--- src/rtl/riscp_pkg.sv ---
// Shared types and defaults for the instruction fetch front end.
package riscp_pkg;

    localparam int INSTR_W = 16;
    localparam int ADDR_W  = 16;

    localparam logic [INSTR_W-1:0] NOP_INSTR_DEF = 16'h0000;
    localparam logic [ADDR_W-1:0]  RESET_PC_DEF  = 16'h0000;

    typedef enum logic [1:0] {
        S_RUN     = 2'd0,
        S_HOLD    = 2'd1,
        S_DISCARD = 2'd2
    } fetch_state_e;

endpackage

--- src/rtl/if_hold_buffer.sv ---
// Skid register that parks one fetched word and its successor address while decode stalls.
module if_hold_buffer
    import riscp_pkg::*;
(
    input  logic               clock,
    input  logic               reset,
    input  logic               load_i,
    input  logic               clear_i,
    input  logic [INSTR_W-1:0] word_i,
    input  logic [ADDR_W-1:0]  addr_i,
    output logic [INSTR_W-1:0] word_o,
    output logic [ADDR_W-1:0]  addr_o
);

    logic [INSTR_W-1:0] word_q;
    logic [ADDR_W-1:0]  addr_q;

    always_ff @(posedge clock or posedge reset) begin
        if (reset) begin
            word_q <= '0;
            addr_q <= '0;
        end else if (clear_i) begin
            word_q <= '0;
            addr_q <= '0;
        end else if (load_i) begin
            word_q <= word_i;
            addr_q <= addr_i;
        end
    end

    assign word_o = word_q;
    assign addr_o = addr_q;

endmodule

--- src/rtl/fetch_stage.sv ---
// Instruction fetch stage: drives the instruction memory handshake and the IF/ID register.
module fetch_stage
    import riscp_pkg::*;
#(
    parameter logic [ADDR_W-1:0]  RESET_PC  = RESET_PC_DEF,
    parameter logic [INSTR_W-1:0] NOP_INSTR = NOP_INSTR_DEF
) (
    input  logic               clock,
    input  logic               reset,
    input  logic               if_id_write,
    input  logic               if_flush,
    input  logic               pcsrc,
    input  logic [ADDR_W-1:0]  bra_pc,
    output logic               imem_req,
    output logic [ADDR_W-1:0]  imem_addr,
    input  logic               imem_ack,
    input  logic [INSTR_W-1:0] imem_data,
    output logic [INSTR_W-1:0] id_instruction,
    output logic [ADDR_W-1:0]  id_instr_addr,
    output logic               id_valid
);

    fetch_state_e       state_q;
    logic [ADDR_W-1:0]  fetch_addr_q;
    logic [ADDR_W-1:0]  pc_q;
    logic [INSTR_W-1:0] id_instr_q;
    logic [ADDR_W-1:0]  id_addr_q;
    logic               id_valid_q;

    logic [ADDR_W-1:0]  fetch_inc;
    logic [ADDR_W-1:0]  pc_d;
    logic               hb_load;
    logic               hb_clear;
    logic [INSTR_W-1:0] hb_word;
    logic [ADDR_W-1:0]  hb_addr;

    assign fetch_inc = fetch_addr_q + 16'd1;
    // A redirect arriving in the same cycle as the late ack is the newest target.
    assign pc_d      = pcsrc ? bra_pc : pc_q;
    assign hb_load   = (state_q == S_RUN) && imem_ack && !pcsrc && !if_id_write;
    assign hb_clear  = (state_q == S_HOLD) && pcsrc;

    if_hold_buffer u_hold (
        .clock   (clock),
        .reset   (reset),
        .load_i  (hb_load),
        .clear_i (hb_clear),
        .word_i  (imem_data),
        .addr_i  (fetch_inc),
        .word_o  (hb_word),
        .addr_o  (hb_addr)
    );

    always_ff @(posedge clock or posedge reset) begin
        if (reset) begin
            state_q      <= S_RUN;
            fetch_addr_q <= RESET_PC;
            pc_q         <= RESET_PC;
            id_instr_q   <= NOP_INSTR;
            id_addr_q    <= '0;
            id_valid_q   <= 1'b0;
        end else begin
            case (state_q)
                S_RUN: begin
                    if (imem_ack) begin
                        if (pcsrc) begin
                            fetch_addr_q <= bra_pc;
                            pc_q         <= bra_pc;
                        end else begin
                            fetch_addr_q <= fetch_inc;
                            pc_q         <= fetch_inc;
                            if (if_id_write) begin
                                id_instr_q <= imem_data;
                                id_addr_q  <= fetch_inc;
                                id_valid_q <= 1'b1;
                            end else begin
                                state_q <= S_HOLD;
                            end
                        end
                    end else if (pcsrc) begin
                        pc_q    <= bra_pc;
                        state_q <= S_DISCARD;
                    end
                end
                S_HOLD: begin
                    if (pcsrc) begin
                        fetch_addr_q <= bra_pc;
                        pc_q         <= bra_pc;
                        state_q      <= S_RUN;
                    end else if (if_id_write) begin
                        id_instr_q <= hb_word;
                        id_addr_q  <= hb_addr;
                        id_valid_q <= 1'b1;
                        state_q    <= S_RUN;
                    end
                end
                S_DISCARD: begin
                    pc_q <= pc_d;
                    if (imem_ack) begin
                        fetch_addr_q <= pc_d;
                        state_q      <= S_RUN;
                    end
                end
                default: state_q <= S_RUN;
            endcase
            if (if_flush) begin
                id_instr_q <= NOP_INSTR;
                id_valid_q <= 1'b0;
            end
        end
    end

    assign imem_req       = !reset && (state_q != S_HOLD);
    assign imem_addr      = fetch_addr_q;
    assign id_instruction = id_instr_q;
    assign id_instr_addr  = id_addr_q;
    assign id_valid       = id_valid_q;

endmodule

--- config.mk ---
export PLATFORM = sky130hd
export DESIGN_NAME = fetch_stage
export DESIGN_NICKNAME = d
export VERILOG_FILES = /design/src/rtl/riscp_pkg.sv /design/src/rtl/if_hold_buffer.sv /design/src/rtl/fetch_stage.sv
export SDC_FILE = /design/constraint.sdc
export NUM_CORES = 1
export LEC_CHECK = 0
export ABC_AREA = 1
export BUFFER_PORTS_ARGS = -buffer_cell sky130_fd_sc_hd__buf_2
export CORE_MARGIN = 2
export CORE_UTILIZATION = 47
export CTS_CLUSTER_SIZE = 14
export DETAILED_ROUTE_END_ITERATION = 7
export PLACE_DENSITY_LB_ADDON = 0.1
export SLEW_MARGIN = 15
export SYNTH_ARGS = -nofsm -noshare
export SYNTH_HDL_FRONTEND = slang
export SYNTH_SLANG_ARGS = --single-unit
--- constraint.sdc ---
create_clock -name clock -period 3.93 [get_ports clock]
set_input_delay 0.393 -clock clock [delete_from_list [all_inputs] [get_ports clock]]
set_output_delay 0.393 -clock clock [all_outputs]
set_load 0.05 [all_outputs]
==> results.ini <==
[floorplan]
rows=39
start_util=0.479
num_io_pins=88
die_w_um=112
die_area_mm2=0.0125
coreArea_mm2=0.0114
die_h_um=112

[timing]
setup_viol=0
finClkSkew_ps=5.43
min_period_ps=2530
final.setup.tns_ps=0
hold_viol=0
grt_setup_unrepaired=false
slew_viol_final=0
slew_headroom=0.305
post-route-period-util=0.643
worst_pin_slew_ps=1040
fmax_ghz=0.396

[place]
dp.final_hpwl_mm=9.42
io_buffer_count=87
place_area_mm2=0.00589
dp.cells=909
routabilityCongestion=0.845

[routing]
ant_nets=0
wirelength_mm=13.4
routed_via_density=5.34
vias=4944
wl_per_cell_um=14.5
drt_iter0_markers=412
drtPass1Iterations=8
drcViolationCount=0

[final_layout]
num-nets-final=820
final_cells=925
area_growth_pct=13.1
stdcell_area_mm2=0.00616
diodes=0
drive_gt1_frac=0.182

[yosys]
yosysUniqueCellTypes=40
ys_seq_area_frac=0.455
ys_top_cells_by_area=dfrtp_1 45%, nand2_1 16%, o21ai_0 6.8%
synth_top_area_frac=0.455
synth_edf_count=0
synth_seq_cells=99
syn_area_mm2=0.00545
synthArstFlopShare=1.00
synthCells=714
yosysMostFrequentCell=nand2_1
synthTopCellsByCount=234 x nand2_1, 99 x dfrtp_1, 74 x o21ai_0, 55 x inv_1, 46 x nand3_1
avgSynthCellArea_um2=7.63
synth_fp_nets=757
synthFlopType=dfrtp_1
yosysWarningCount=0
synth.largest_area_cell=dfrtp_1

[grt]
antenna_found_initial=0
track_usage=0.224
grt_pass1_vias=4643
grt_overflow=0
grt_max_degree=79
grt_pass1_wl_mm=22.8

[critical_path]
arrival_ps=2810
crit_required_ps=4210
r2r_cells=9
r2r_setup_slack_ps=1400
cp-start-kind=flip-flop
cp_max_fo=46
cp_top_family=simple AND/OR/NAND/NOR gates
rr_startpoint=state_q[0]$_DFFE_PP0P_
r2r_end=id_instr_addr[9]$_DFFE_PP0P_
critical_path.max_stage_delay_ps=560
crit_top_cell=o21ai_2
path_class=reg -> reg
critPathBufInv=2
crit_slowest_cell=nor3_4
path_cells=inv_1 -> ha_1 -> nand2_2 -> o21ai_2 -> nor3_4 -> inv_2 -> a21oi_1 -> o21ai_2 -> nand2_1
end_kind=flip-flop

[run_status]
status=finished clean

[cts]
cts_tree=done
h-tree-depth=3
cts_root_buf=clkbuf_16
holdBufCountCts=0
clkTransAtPathRegs_ps=70
cts_made_buffers=9
insertion_delay_ps=350
cts-resized-gates=0
cts_sinks=99
clockBufferDepth=2
postCtsSetupBuffers=0

[power_and_ir_drop]
pwr-share-comb=0.498
powerDensity_mw_per_mm2=837
p_sw_w=0.00256
power_leakage_nw=3.13
ir_worst_vdd_uv=354
p_seq_frac=0.341
internal_power_w=0.00260
swShare=0.496
power_w=0.00516
clkPwrFrac=0.161

[worst_hold_path]
hold_path.class=in -> async

[job]
maxCapViolations=0

## power groups by stage
stage          combinational (W)  clock (W)  sequential (W)
2_1_floorplan            0.00144          0         0.00231
3_3_place_gp             0.00254          0         0.00177
3_5_place_dp             0.00257          0         0.00178
4_1_cts                  0.00258   0.000850         0.00176
5_1_grt                  0.00286   0.000906         0.00182
6_report                 0.00257   0.000829         0.00176
## per-layer routing
layer	vias up	track usage	share of wire
met4	0	0.0675	0.014
met5	-	0	0
li1	2462	-	-
met2	175	0.366	0.46
met1	2294	0.314	0.46
met3	13	0.0272	0.059
## kinds of logic (layout without fill, tap and decap cells)
logic type	after synthesis	count (layout)	share of synthesized area
and+or+nand+nor	337	337	0.266
AOI/OAI and AO/OA	166	166	0.175
buffers and inverters	102	170	0.0822
DFF	99	99	0.455
adders and majority gates	5	5	0.0115
xor gates and xnor gates	5	5	0.0108
## cell usage in the layout, fill, tap and decap left out, drive strengths merged, types with 2 or more instances in the layout
cell	n
xor2	4
nand2	242
nand4	2
buf	92
a21boi	6
nor3	2
clkinv	6
inv	60
a21oi	38
a22oi	5
clkbuf	11
a22o	3
ha	5
nand3	52
o21ai	89
nor2	35
o211ai	11
dfrtp	99
o31ai	10
and2	3
## stage by stage
step / util / hold WS (ps) / setup WS [ps]
6_report: 0.542 / 279 / 1400
5_1_grt: 0.542 / 283 / 1240
4_1_cts: 0.542 / 268 / 1400
3_5_place_dp: 0.518 / 460 / 1440
3_3_place_gp: 0.518 / 457 / 1510
2_1_floorplan: - / 444 / 947
## registers in the layout, summed over array words and instances (netlist names)
signal / flops
u_hold.word_o: 16
state_q: 2
id_instr_addr: 16
id_valid: 1
pc_q: 16
imem_addr: 16
u_hold.addr_o: 16
id_instruction: 16
## worst max path at each step
stage	startpoint	to	slack, ps	cells after the start
final	state_q[0]$_DFFE_PP0P_	id_instr_addr[9]$_DFFE_PP0P_	1400	9
after floorplan	reset	id_instr_addr[0]$_DFFE_PP0P_	950	1
after detailed placement	state_q[0]$_DFFE_PP0P_	id_instr_addr[9]$_DFFE_PP0P_	1440	9
after global routing	state_q[0]$_DFFE_PP0P_	id_instr_addr[9]$_DFFE_PP0P_	1240	9
after global placement	state_q[0]$_DFFE_PP0P_	id_instr_addr[9]$_DFFE_PP0P_	1510	9
after CTS	state_q[0]$_DFFE_PP0P_	id_instr_addr[9]$_DFFE_PP0P_	1400	9
## cell type report
class,count,area (µm²)
Multi-Input combinational cell,513,2520
Inverter,62,236
Tap cell,143,179
Fill cell,1112,5210
Clock buffer,11,233
Clock inverter,5,38.8
Timing Repair Buffer,92,473
Sequential cell,99,2480
(Power assumes the default switching activity.)
